## config.mk

```make
export PLATFORM = sky130hd
export DESIGN_NAME = byte_div_seq
export DESIGN_NICKNAME = d
export VERILOG_FILES = /design/src/rtl/byte_div_seq_pkg.sv /design/src/rtl/byte_div_seq_sub.sv /design/src/rtl/byte_div_seq.sv
export SDC_FILE = /design/constraint.sdc
export NUM_CORES = 1
export LEC_CHECK = 0
export ABC_AREA = 1
export BUFFER_PORTS_ARGS = -buffer_cell sky130_fd_sc_hd__buf_2
export CORE_ASPECT_RATIO = 1.4
export CORE_MARGIN = 4
export CORE_UTILIZATION = 40
export DETAILED_ROUTE_END_ITERATION = 8
export GPL_TIMING_DRIVEN = 0
export MAX_ROUTING_LAYER = met4
export RECOVER_POWER = 100
export SYNTH_ARGS = -nofsm -noshare
export SYNTH_HDL_FRONTEND = slang
export SYNTH_SLANG_ARGS = --single-unit
export TNS_END_PERCENT = 20
```

## constraint.sdc

```tcl
create_clock -name clk -period 3.75 [get_ports clk]
set_clock_uncertainty 0.05 [all_clocks]
set_input_delay 0.75 -clock clk [delete_from_list [all_inputs] [get_ports clk]]
set_output_delay 0.75 -clock clk [all_outputs]
set_load 0.03 [all_outputs]
```

## src/rtl/byte_div_seq_pkg.sv

```systemverilog
// Shared types and constants for the sequential byte divider.
package byte_div_seq_pkg;

   localparam int WIDTH = 8;

   typedef enum logic [1:0] {
      IDLE = 2'd0,
      RUN  = 2'd1,
      DONE = 2'd2
   } state_t;

   localparam logic [WIDTH-1:0] DIV0_Q = 8'hFF;

endpackage

```

## src/rtl/byte_div_seq_sub.sv

```systemverilog
// Byte subtractor with borrow: {o, O} = a - b - c. Combinational, no flow control.
module byte_div_seq_sub
   import byte_div_seq_pkg::*;
(
   input  logic [WIDTH-1:0] a,
   input  logic [WIDTH-1:0] b,
   input  logic             c,
   output logic [WIDTH-1:0] O,
   output logic             o
);

   logic [WIDTH:0] diff_ext;

   assign diff_ext = {1'b0, a} - {1'b0, b} - {{WIDTH{1'b0}}, c};
   assign O        = diff_ext[WIDTH-1:0];
   assign o        = diff_ext[WIDTH];

endmodule

```

## src/rtl/byte_div_seq.sv

```systemverilog
// Restoring divider, one trial subtraction per clock; done pulses 9 cycles after start (1 for /0).
// start is only accepted in IDLE; requests while busy are dropped, not queued.
module byte_div_seq #(
   parameter int WIDTH = byte_div_seq_pkg::WIDTH
) (
   input  logic             clk,
   input  logic             rst_n,
   input  logic             start,
   input  logic [WIDTH-1:0] dividend,
   input  logic [WIDTH-1:0] divisor,
   output logic             busy,
   output logic             done,
   output logic [WIDTH-1:0] q,
   output logic [WIDTH-1:0] r,
   output logic             div0
);
   import byte_div_seq_pkg::*;

   localparam int             CNT_W = $clog2(WIDTH);
   localparam logic [CNT_W-1:0] LAST_STEP = CNT_W'(WIDTH - 1);

   state_t           state;
   logic [WIDTH-1:0] q_sh;
   logic [WIDTH-1:0] d_reg;
   logic [WIDTH-1:0] p_reg;
   logic [CNT_W-1:0] cnt;

   logic [WIDTH:0]   trial;
   logic [WIDTH-1:0] diff;
   logic             borrow;
   logic             accept;
   logic [WIDTH-1:0] p_next;
   logic [WIDTH-1:0] q_next;

   assign trial = {p_reg, q_sh[WIDTH-1]};

   byte_div_seq_sub byte_sub (
      .a (trial[WIDTH-1:0]),
      .b (d_reg),
      .c (1'b0),
      .O (diff),
      .o (borrow)
   );

   // The 9th trial bit means T >= 256 > D, so the subtraction must be accepted
   // even though the 8-bit subtractor reports a borrow.
   assign accept = trial[WIDTH] | ~borrow;
   assign p_next = accept ? diff : trial[WIDTH-1:0];
   assign q_next = {q_sh[WIDTH-2:0], accept};

   always_ff @(posedge clk or negedge rst_n) begin
      if (!rst_n) begin
         state <= IDLE;
         busy  <= 1'b0;
         done  <= 1'b0;
         q     <= '0;
         r     <= '0;
         div0  <= 1'b0;
         q_sh  <= '0;
         d_reg <= '0;
         p_reg <= '0;
         cnt   <= '0;
      end else begin
         case (state)
            IDLE: begin
               done <= 1'b0;
               if (start) begin
                  q_sh  <= dividend;
                  d_reg <= divisor;
                  p_reg <= '0;
                  cnt   <= '0;
                  busy  <= 1'b1;
                  if (divisor == '0) begin
                     state <= DONE;
                     done  <= 1'b1;
                     q     <= DIV0_Q;
                     r     <= dividend;
                     div0  <= 1'b1;
                  end else begin
                     state <= RUN;
                     div0  <= 1'b0;
                  end
               end
            end
            RUN: begin
               p_reg <= p_next;
               q_sh  <= q_next;
               cnt   <= cnt + 1'b1;
               if (cnt == LAST_STEP) begin
                  state <= DONE;
                  done  <= 1'b1;
                  q     <= q_next;
                  r     <= p_next;
               end
            end
            DONE: begin
               state <= IDLE;
               done  <= 1'b0;
               busy  <= 1'b0;
            end
            default: begin
               state <= IDLE;
               done  <= 1'b0;
               busy  <= 1'b0;
            end
         endcase
      end
   end

endmodule

```

==> Word-level counts from Yosys, hierarchy flattened <==
Cells that the tools add are included.
{ "word_totals": {"register_bits": 48, "in_bits": 19, "out_inout_bits": 19, "word_cells": 53} }
{ "classes": {"n_addsub": 2, "eq_ne": 5, "mux": 25, "bitwise": 3, "reduce_logical": 8} }
{ "ops": {"columns": ["operator", "count"], "rows": [
  ["two-way mux 8 bit", 9],
  ["case mux 8 bit (2 select lines)", 4],
  ["subtractor 8 x 8 -> 9 bit", 1],
  ["logical NOT 8 bit", 1],
  ["AND reduction 2 bit", 4],
  ["two-way mux 2 bit", 3],
  ["inequality test 2 bit, second input constant", 3],
  ["case mux 3 bit (2 select lines)", 1],
  ["two-way mux 1 bit", 4],
  ["case mux 1 bit (2 select lines)", 2],
  ["case mux 2 bit (2 select lines)", 1],
  ["AND reduction 4 bit", 1],
  ["adder 3 x 1 -> 3 bit, second input constant", 1],
  ["equality test 3 bit, second input constant", 1],
  ["two-way mux 3 bit", 1],
  ["equality test 2 x 1 -> 1 bit, second input constant", 1],
  ["logical NOT 2 bit", 1],
  ["inverter 1 bit", 2],
  ["nonzero test 2 bit", 1],
  ["bitwise OR 1 bit", 1]
]} }

==> Depth between registers and ports, before layout <==
Gate-level depths: netlist (run 1).
{ "depth": {"word_depth": 6, "mapped_depth": 14, "mapped_depth_nobuf": 14} }

==> Cells and area by module <==
Synthesis (run 1) repeated with hierarchy kept, for this count alone.
{ "unflattened": {"hier_cells": 356, "area_unflattened_um2": 2748.9} }
{ "modules_own_cells": {"columns": ["mod", "instances", "cells_per_inst", "area_each_um2", "seq_area_each_um2"], "rows": [
  ["byte_div_seq", 1, 256, 2172.1, 1201.2],
  ["byte_div_seq_sub", 1, 100, 576.8, 0.0]
]} }

==> Least setup slack after synthesis (run 1) <==
OpenSTA, ideal clock, no wires.
{ "synth_timing": {"path_kind": "register to register", "start": "reg q_sh[7]", "end": "reg r[7]", "setup_time_ps": 113, "arrival_time_ps": 1649, "path_slack_ps": 1938, "stages_incl_launch_ff": 15, "path_cell_list": "dfrtp_1 > inv_1 > ha_1 > inv_1 > fa_1 > nand2_1 > nand2_2 > nand3_4 > nand2_4 > nand2_8 > nor2_8 > nand2_2 > nand3_2 > nand2_1 > inv_1"} }
{ "synth_via": {"elab_chain_len": 6} }
{ "synth_lines": {"columns": ["element", "line", "source"], "rows": [
  ["from (decl)", "byte_div_seq.sv:23", "logic [WIDTH-1:0] q_sh;"],
  ["from (signal assigned)", "byte_div_seq.sv:68", "q_sh <= dividend;"],
  ["from (signal assigned)", "byte_div_seq.sv:87", "q_sh <= q_next;"],
  ["subtractor 8 x 8 -> 9 bit *", "byte_div_seq_sub.sv:14", "assign diff_ext = {1'b0, a} - {1'b0, b} - {{WIDTH{1'b0}}, c};"],
  ["inverter 1 bit", "byte_div_seq.sv:47", "assign accept = trial[WIDTH] | ~borrow;"],
  ["bitwise OR 1 bit", "byte_div_seq.sv:47", null],
  ["two-way mux 8 bit *", "byte_div_seq.sv:48", "assign p_next = accept ? diff : trial[WIDTH-1:0];"],
  ["two-way mux 8 bit *", "byte_div_seq.sv:89", "if (cnt == LAST_STEP) begin"],
  ["case mux 8 bit (2 select lines) *", "byte_div_seq.sv:64", "case (state)"],
  ["to (signal assigned)", "byte_div_seq.sv:77", "r <= dividend;"],
  ["to (signal assigned)", "byte_div_seq.sv:93", "r <= p_next;"],
  ["to (decl)", "byte_div_seq.sv:14", "output logic [WIDTH-1:0] r,"]
]} }
Mark *: on every way between the ends. The rest lies on a longest branch, timed or not. The select of a mux whose other input is x is not followed.
A chain may end at the register's enable or synchronous reset.

==> Worst setup path after layout (run 1) <==
{ "layout_timing": {"start": "reg q_sh[7]", "end": "reg r[3]"} }
The elaborated chain is that of the path after synthesis.

==> run_results.csv, run 1 <==
group,metric,value,unit
routing,drt_iter0_drc,119,
routing,ant_nets,0,
clock_network,cts_tree,"built",
logic_synthesis,yosys.area.top_type_share,45.6,%
layout,final_cells,444,
logic_synthesis,syn_inst,327,
placed_design,place.gp.congestion,0.779,
logic_synthesis,synthFlopType,"dfrtp_1",
routing,avgViaCountPerCell,5.02,
power_and_ir_drop,leakagePower,1.58,nW
layout,diodes,0,
routing,drc_errors,0,
floorplan,die_w,76.6,µm
placed_design,portBuffers,37,
logic_synthesis,synth_top_cell_by_area,"dfrtp_1",
hold_path,hold_path.class,"reg -> reg",
worst_setup_path,end_kind,"flip-flop",
layout,synthToLayoutAreaGrowth,11.5,%
timing,tightest_slew,1.10,ns
floorplan,row_count,34,
clock_network,post_cts_buffers,0,
layout,fillCellCount,671,
clock_network,cts_buffer_depth,2,
timing,tns,0,ns
clock_network,clk_pin_slew,0.09,ns
floorplan,pin_count,38,
worst_setup_path,cpLargestDelayFamily,"simple AND/OR/NAND/NOR gates",
floorplan,core_area,0.00630,mm²
worst_setup_path,crit_path_start_kind,"flip-flop",
routing,dr.pass1.iters,5,
global_route,grt_pass1_vias,2317,
worst_setup_path,worstPathCellList,"inv_1, ha_1, inv_1, fa_1, nand2_1, nand2_1, nand3_1, nand2_4, nand2_1, nand3_1, nand3_1, nand2_1, inv_1",
hold_path,holdPathStages,2,
logic_synthesis,synth_area,0.00263,mm²
clock_network,postCtsHoldBufs,0,
timing,rsz0062_at_grt,"false",
worst_setup_path,crit_path_max_incr_delay,0.40,ns
clock_network,root_buffer,"clkbuf_8",
timing,period_minus_slack,2.44,ns
logic_synthesis,synth_edf_count,0,
floorplan,floorplan.die_area,0.00796,mm²
logic_synthesis,async_reset_ff_share,100,%
logic_synthesis,synthTopCellsByArea,"dfrtp_1 (46%), nand2_1 (11%), inv_1 (7.6%), nand3_1 (5.9%), ha_1 (4.8%)",
clock_network,clk_latency,0.30,ns
logic_synthesis,avgSynthCellArea,8.05,µm²
global_route,grt_max_degree,49,
routing,routed_wl,6040,µm
timing,finalMaxSlewViolations,0,
global_route,track_usage,16.9,%
worst_setup_path,crit_fanout,10,
logic_synthesis,ys_warn_count,0,
logic_synthesis,synth_cell_types,34,
timing,finalSetupViolCount,0,
timing,post-route-period-util,65.1,%
layout,final_core_util,46.6,%
logic_synthesis,synth_nets,357,
worst_setup_path,ff2ff_path_depth,13,
logic_synthesis,ys_top_cells_by_count,"nand2_1 (76), inv_1 (53), dfrtp_1 (48), nand3_1 (31), nor2_1 (25)",
layout,final_nets,401,
placed_design,placed_cells,436,
timing,max_freq,0.410,GHz
placed_design,place_hpwl,4770,µm
worst_setup_path,cp.buffers_inverters,3,
clock_network,cts_sinks,48,
logic_synthesis,yosysMostFrequentCell,"nand2_1",
placed_design,post_dp_cell_area,0.00291,mm²
routing,routed-via-count,2231,
worst_setup_path,cp.depth,13,
timing,hold_violations,0,
clock_network,cts_max_level,2,
worst_setup_path,worstPathRequired,3.95,ns
worst_setup_path,crit_path_frequent_cell,"nand2_1",
floorplan,die_h,104,µm
power_and_ir_drop,power_density,1050,mW/mm²
timing,whs,0.442,ns
flow_run,cap_viol_max_count,0,
clock_network,cts_buffers,5,
worst_setup_path,criticalPathCategory,"reg -> reg",
clock_network,cts_resized,0,
floorplan,start_util,41.8,%
logic_synthesis,ys_seq_area_share,45.6,%
status,status,"finished clean",
worst_setup_path,critical-path-slowest-cell,"fa_1",
power_and_ir_drop,max-vdd-ir-drop,503,µV
timing,relSlewSlack,27.0,%
global_route,antenna_found_initial,0,
global_route,grt_pass1_wl,10700,µm
layout,final_area,0.00294,mm²
logic_synthesis,synth_seq_cells,48,
layout,drive_gt1_share,11.8,%
global_route,gr-total-overflow,0,
worst_setup_path,arrival,2.64,ns
routing,wire_per_inst,13.6,µm
-- worst min-delay path: cells and delay by family, from the launching register on --
family,cells,cell delay [ns]
flops,1,0.35
simple gates,1,0.05
compound gates,1,0.06
-- logic make-up after synthesis --
| family | share of synthesized area (%) |
|---|---|
| flops | 45.6 |
| fa+ha+maj | 5.51 |
| simple gates | 28.0 |
| compound gates | 9.32 |
| buf+inv | 10.6 |
| xor+xnor | 0.998 |
-- layer usage --
layer	share of wire, %	GRT usage [%]	vias to the layer above
met4	3.0	7.12	0
met5	0	-	-
met2	52	29.3	40
met1	43	19.7	1057
met3	2.2	2.17	12
li1	-	-	1122
-- worst paths after layout --
path / start / endpoint / slack (ns)
min: d_reg[1] / d_reg[1] / 0.44
max reg2reg: q_sh[7] / r[3] / 1.31
min reg2reg: d_reg[1] / d_reg[1] / 0.44
max: q_sh[7] / r[3] / 1.31
min in group asynchronous: rst_n / done / 0.60
max in group asynchronous: rst_n / q[0] / 2.38
-- stage by stage --
step | setup WS (ns) | power [mW]
floorplan | 1.94 | 2.41
global placement | 1.69 | 2.85
detailed placement | 1.68 | 2.89
CTS | 1.67 | 3.27
global route | 1.07 | 3.41
finish | 1.31 | 3.09
-- where the power goes --
group,total (mW),switching [mW],internal (mW)
Combinational,1.84,1.24,0.591
Clock,0.370,0.172,0.198
Sequential,0.886,0.124,0.762
Total,3.09,1.54,1.55
-- placed cells by master, fill, tap and decap left out, types with 5 or more instances in the layout --
| cell | count |
|---|---|
| nand3_1 | 32 |
| ha_1 | 10 |
| o21ai_0 | 20 |
| o21ai_1 | 5 |
| a31oi_1 | 8 |
| nand2_2 | 5 |
| nor2_1 | 26 |
| clkbuf_8 | 5 |
| buf_2 | 20 |
| nand2_1 | 78 |
| dfrtp_1 | 48 |
| inv_1 | 56 |
| clkbuf_1 | 27 |
-- cell type report --
| class | count | area [µm²] | area share (%) |
|---|---|---|---|
| Clock buffer | 6 | 72.6 | 2.47 |
| Buffer | 10 | 43.8 | 1.49 |
| Multi-Input combinational cell | 211 | 1110 | 38.0 |
| Timing Repair Buffer | 37 | 161 | 5.50 |
| Tap cell | 72 | 90.1 | 3.07 |
| Inverter | 58 | 218 | 7.41 |
| Clock inverter | 2 | 35.0 | 1.19 |
| Sequential cell | 48 | 1200 | 40.9 |
(Power assumes the default switching activity.)
==> run 2: changes to the inputs <==
==> constraint.sdc (replaced) <==
create_clock -name clk -period 2.5 [get_ports clk]
set_clock_uncertainty 0.05 [all_clocks]
set_input_delay 0.5 -clock clk [delete_from_list [all_inputs] [get_ports clk]]
set_output_delay 0.5 -clock clk [all_outputs]
set_load 0.03 [all_outputs]
==> run_results.csv, run 2 (same netlist as run 1, synthesis figures left out) <==
group,metric,value,unit
power_and_ir_drop,leakagePower,1.59,nW
routing,routed_wl,6030,µm
layout,fillCellCount,668,
worst_setup_path,crit_path_max_incr_delay,0.40,ns
floorplan,core_area,0.00630,mm²
clock_network,clk_latency,0.30,ns
layout,drive_gt1_share,11.8,%
timing,finalMaxSlewViolations,0,
worst_setup_path,r2r-end,"r[3]",
routing,avgViaCountPerCell,5.06,
flow_run,cap_viol_max_count,0,
routing,ant_nets,0,
clock_network,cts_resized,0,
clock_network,root_buffer,"clkbuf_8",
floorplan,die_w,76.6,µm
routing,drt_iter0_drc,114,
layout,synthToLayoutAreaGrowth,12.5,%
routing,wire_per_inst,13.6,µm
global_route,gr-total-overflow,0,
clock_network,cts_sinks,48,
global_route,antenna_found_initial,0,
placed_design,post_dp_cell_area,0.00291,mm²
global_route,track_usage,16.9,%
layout,final_area,0.00296,mm²
timing,whs,0.377,ns
global_route,grt_pass1_wl,10700,µm
timing,max_freq,0.469,GHz
timing,rsz0062_at_grt,"false",
floorplan,die_h,104,µm
global_route,grt_pass1_vias,2317,
worst_setup_path,crit_path_frequent_cell,"nand2_1",
layout,multi_input_area,0.00113,mm²
floorplan,floorplan.die_area,0.00796,mm²
worst_setup_path,criticalPathCategory,"reg -> reg",
global_route,grt_max_degree,49,
routing,routed-via-count,2245,
clock_network,post_cts_buffers,0,
worst_setup_path,arrival,2.29,ns
layout,seq_area,0.00120,mm²
floorplan,pin_count,38,
timing,tns,0,ns
clock_network,clk_pin_slew,0.09,ns
layout,final_nets,401,
worst_setup_path,worstPathCellList,"inv_1, ha_1, inv_1, fa_1, nand2_1, nand2_1, nand3_4, nand2_4, nand2_8, nor2_8, nand2_1, nand3_1, nand2_1, inv_1",
layout,final_cells,444,
status,status,"finished clean",
timing,post-route-period-util,85.3,%
hold_path,holdPathStages,3,
clock_network,cts_max_level,2,
timing,relSlewSlack,19.0,%
hold_path,worstHoldStart,"divisor[4]",
worst_setup_path,worstPathRequired,2.65,ns
clock_network,postCtsHoldBufs,0,
worst_setup_path,ff2ff_path_depth,14,
power_and_ir_drop,power_density,1590,mW/mm²
placed_design,placed_cells,436,
clock_network,cts_buffers,5,
worst_setup_path,critical-path-slowest-cell,"fa_1",
layout,final_cell_mix,"nand2_1 (80), inv_1 (56), dfrtp_1 (48)",
placed_design,place.gp.congestion,0.779,
placed_design,portBuffers,37,
worst_setup_path,r2r-start,"q_sh[7]",
hold_path,min_to,"d_reg[4]",
routing,dr.pass1.iters,4,
clock_network,cts_tree,"built",
power_and_ir_drop,max-vdd-ir-drop,798,µV
timing,finalSetupViolCount,0,
clock_network,cts_buffer_depth,2,
worst_setup_path,end_kind,"flip-flop",
worst_setup_path,rrSetupSlack,0.37,ns
worst_setup_path,crit_path_start_kind,"flip-flop",
timing,tightest_slew,1.21,ns
timing,period_minus_slack,2.13,ns
hold_path,hold_path.class,"in -> reg",
timing,hold_violations,0,
placed_design,place_hpwl,4770,µm
layout,diodes,0,
floorplan,row_count,34,
layout,final_common_cell,"nand2_1",
routing,drc_errors,0,
floorplan,start_util,41.8,%
worst_setup_path,crit_fanout,10,
[run 2: cell type report]
cell class              count  area share (%)
well taps                  72            3.04
multi-input cells         211            38.2
flip-flops and latches     48            40.6
clock buffers               6            2.45
plain buffers              10            1.77
clock inverters             2            1.18
inverters                  58            7.35
repair buffers             37            5.45
[run 2: critical path: cells and delay by family (launching register included)]
kind / cells / cell delay (ns)
adder cells (fa/ha/maj): 2 / 0.54
AND/OR/NAND/NOR: 9 / 0.85
flip-flops: 1 / 0.39
buffers and inverters: 3 / 0.19
[run 2: stage by stage]
stage               power [mW]  utilization, %  worst slack (ns)
finish                    4.72            47.0             0.368
global route              5.19            47.0             0.143
CTS                       4.91            47.9             0.418
detailed placement        4.33            46.2             0.432
global placement          4.28            46.2             0.487
floorplan                 3.62               -             0.688
[run 2: report_power, final]
group | switching, mW | internal [mW]
sequential | 0.186 | 1.14
combinational | 1.90 | 0.930
clock | 0.260 | 0.297
total | 2.35 | 2.37
[run 2: worst max path at each step]
stage                        start  endpoint  slack (ns)  cells after the start
after floorplan            q_sh[7]      r[7]        0.69                     14
after global placement     q_sh[7]      r[3]        0.49                     14
after detailed placement   q_sh[7]      r[3]        0.43                     14
after CTS                  q_sh[7]      r[3]        0.42                     14
after global routing      state[1]   q_sh[3]        0.14                      8
final                      q_sh[7]      r[3]        0.37                     14
[run 2: routing by layer]
| metal | part of all wire (%) | vias up | global-route usage [%] |
|---|---|---|---|
| met4 | 3.1 | 0 | 7.12 |
| met5 | 0 | - | - |
| met3 | 2.3 | 12 | 2.17 |
| met1 | 42 | 1072 | 19.7 |
| li1 | - | 1123 | - |
| met2 | 52 | 38 | 29.3 |
==> run 3: changes to the inputs <==
--- a/config.mk
+++ b/config.mk
@@ -7,12 +7,15 @@
 export LEC_CHECK = 0
 export ABC_AREA = 1
 export BUFFER_PORTS_ARGS = -buffer_cell sky130_fd_sc_hd__buf_2
+export CELL_PAD_IN_SITES_DETAIL_PLACEMENT = 0
+export CELL_PAD_IN_SITES_GLOBAL_PLACEMENT = 1
 export CORE_ASPECT_RATIO = 1.4
 export CORE_MARGIN = 4
 export CORE_UTILIZATION = 40
 export DETAILED_ROUTE_END_ITERATION = 8
 export GPL_TIMING_DRIVEN = 0
 export MAX_ROUTING_LAYER = met4
+export PLACE_DENSITY_LB_ADDON = 0.1
 export RECOVER_POWER = 100
 export SYNTH_ARGS = -nofsm -noshare
 export SYNTH_HDL_FRONTEND = slang
==> constraint.sdc (replaced) <==
create_clock -name clk -period 2.6 [get_ports clk]
set_clock_uncertainty 0.05 [all_clocks]
set_input_delay 0.52 -clock clk [delete_from_list [all_inputs] [get_ports clk]]
set_output_delay 0.52 -clock clk [all_outputs]
set_load 0.03 [all_outputs]
==> run_results.csv, run 3 (same netlist as run 1, synthesis figures left out) <==
group,metric,value,unit
timing,max_freq,0.474,GHz
timing,setup_ws,0.490,ns
global_route,gr-total-overflow,0,
layout,drive_gt1_share,12.4,%
timing,tightest_slew,1.22,ns
routing,drc_errors,0,
hold_path,min_to,"d_reg[3]",
layout,synthToLayoutAreaGrowth,12.4,%
timing,post-route-period-util,81.1,%
routing,routed_wl,6200,µm
routing,routed-via-count,2143,
worst_setup_path,arrival,2.26,ns
layout,final_common_cell,"nand2_1",
worst_setup_path,r2r-end,"r[1]",
worst_setup_path,ff2ff_path_depth,8,
floorplan,start_util,41.8,%
clock_network,cts_sinks,48,
floorplan,pin_count,38,
placed_design,place_hpwl,4740,µm
hold_path,worstHoldStart,"divisor[3]",
timing,relSlewSlack,18.6,%
clock_network,cts_buffers,5,
layout,final_cells,443,
layout,final_cell_mix,"nand2_1 (77), inv_1 (57), dfrtp_1 (48)",
clock_network,root_buffer,"clkbuf_8",
routing,drt_iter0_drc,85,
power_and_ir_drop,power_density,1520,mW/mm²
timing,whs,0.398,ns
floorplan,die_h,104,µm
clock_network,post_cts_buffers,0,
placed_design,place_ws,0.572,ns
clock_network,postCtsHoldBufs,0,
routing,avgViaCountPerCell,4.84,
global_route,track_usage,17.2,%
timing,finalSetupViolCount,0,
routing,dr.pass1.iters,4,
worst_setup_path,worstPathRequired,2.75,ns
floorplan,die_w,76.6,µm
clock_network,clk_pin_slew,0.09,ns
worst_setup_path,rrSetupSlack,0.49,ns
layout,final_nets,401,
floorplan,row_count,34,
power_and_ir_drop,max-vdd-ir-drop,535,µV
routing,ant_nets,0,
global_route,antenna_found_initial,0,
worst_setup_path,crit_fanout,10,
global_route,grt_pass1_vias,2235,
flow_run,cap_viol_max_count,0,
worst_setup_path,crit_path_start_kind,"flip-flop",
placed_design,portBuffers,37,
timing,finalMaxSlewViolations,0,
clock_network,cts_max_level,2,
clock_network,cts_buffer_depth,2,
floorplan,core_area,0.00630,mm²
worst_setup_path,r2r-start,"state[0]",
global_route,grt_max_degree,49,
worst_setup_path,end_kind,"flip-flop",
timing,period_minus_slack,2.11,ns
placed_design,place.gp.congestion,0.830,
clock_network,clk_latency,0.29,ns
status,status,"finished clean",
power_and_ir_drop,leakagePower,1.59,nW
clock_network,cts_tree,"built",
clock_network,cts_resized,0,
global_route,grt_pass1_wl,10700,µm
layout,diodes,0,
hold_path,hold_path.class,"in -> reg",
routing,wire_per_inst,14.0,µm
timing,hold_violations,0,
layout,fillCellCount,668,
hold_path,holdPathStages,3,
placed_design,placed_cells,436,
worst_setup_path,criticalPathCategory,"reg -> reg",
floorplan,floorplan.die_area,0.00796,mm²
timing,rsz0062_at_grt,"false",
timing,tns,0,ns
==> run 3: cell types whose count changed in the layout (fill, tap and decap cells not counted), sizes merged <==
cell | before | now
buf | 22 | 21
clkinv | 1 | 0
bufinv | 1 | 0
clkbuf | 31 | 33
==> run 3: final cells by class <==
class,count,area (µm²),share of cell area [%]
Inverter,58,218,7.36
Timing Repair Buffer,37,161,5.45
Buffer,10,48.8,1.65
Multi-Input combinational cell,211,1140,38.6
Clock buffer,7,96.3,3.26
Sequential cell,48,1200,40.6
Tap cell,72,90.1,3.04
==> run 3: worst max-delay path by stage <==
stage	slack, ns	start	endpoint
finish	0.49	state[0]	r[1]
detailed placement	0.57	q_sh[7]	r[3]
global placement	0.58	q_sh[7]	r[3]
floorplan	0.79	q_sh[7]	r[7]
CTS	0.55	q_sh[7]	r[3]
global route	0.23	state[1]	q_sh[4]
==> run 3: per-stage QoR <==
step	util [%]	cell area (µm²)	total power [mW]
3_5_place_dp	46.2	2910	4.18
2_1_floorplan	-	2630	3.48
5_1_grt	47.0	2960	5.00
4_1_cts	47.7	3000	4.68
6_report	47.0	2960	4.51
3_3_place_gp	46.2	2910	4.16
==> run 3: routing by layer <==
layer	up-vias	track usage [%]	wire, µm
met4	0	4.27	71
met1	995	20.8	2880
li1	1116	-	-
met3	6	2.69	136
met2	26	29.9	3110
met5	-	-	0
==> run 3: worst max-delay path, stage by stage (launching register included) <==
cell      delay, ns
dfrtp_1        0.40
nand2_1        0.09
clkbuf_1       0.53
inv_1          0.23
clkbuf_1       0.29
nand4_1        0.21
nand3_1        0.11
nand2_1        0.07
inv_1          0.03
==> run 3: power breakdown <==
part / leakage [nW] / switching [mW] / internal (mW)
clock network: 0.0503 / 0.241 / 0.237
logic: 0.961 / 1.86 / 0.898
registers: 0.577 / 0.175 / 1.10
total: 1.59 / 2.28 / 2.23
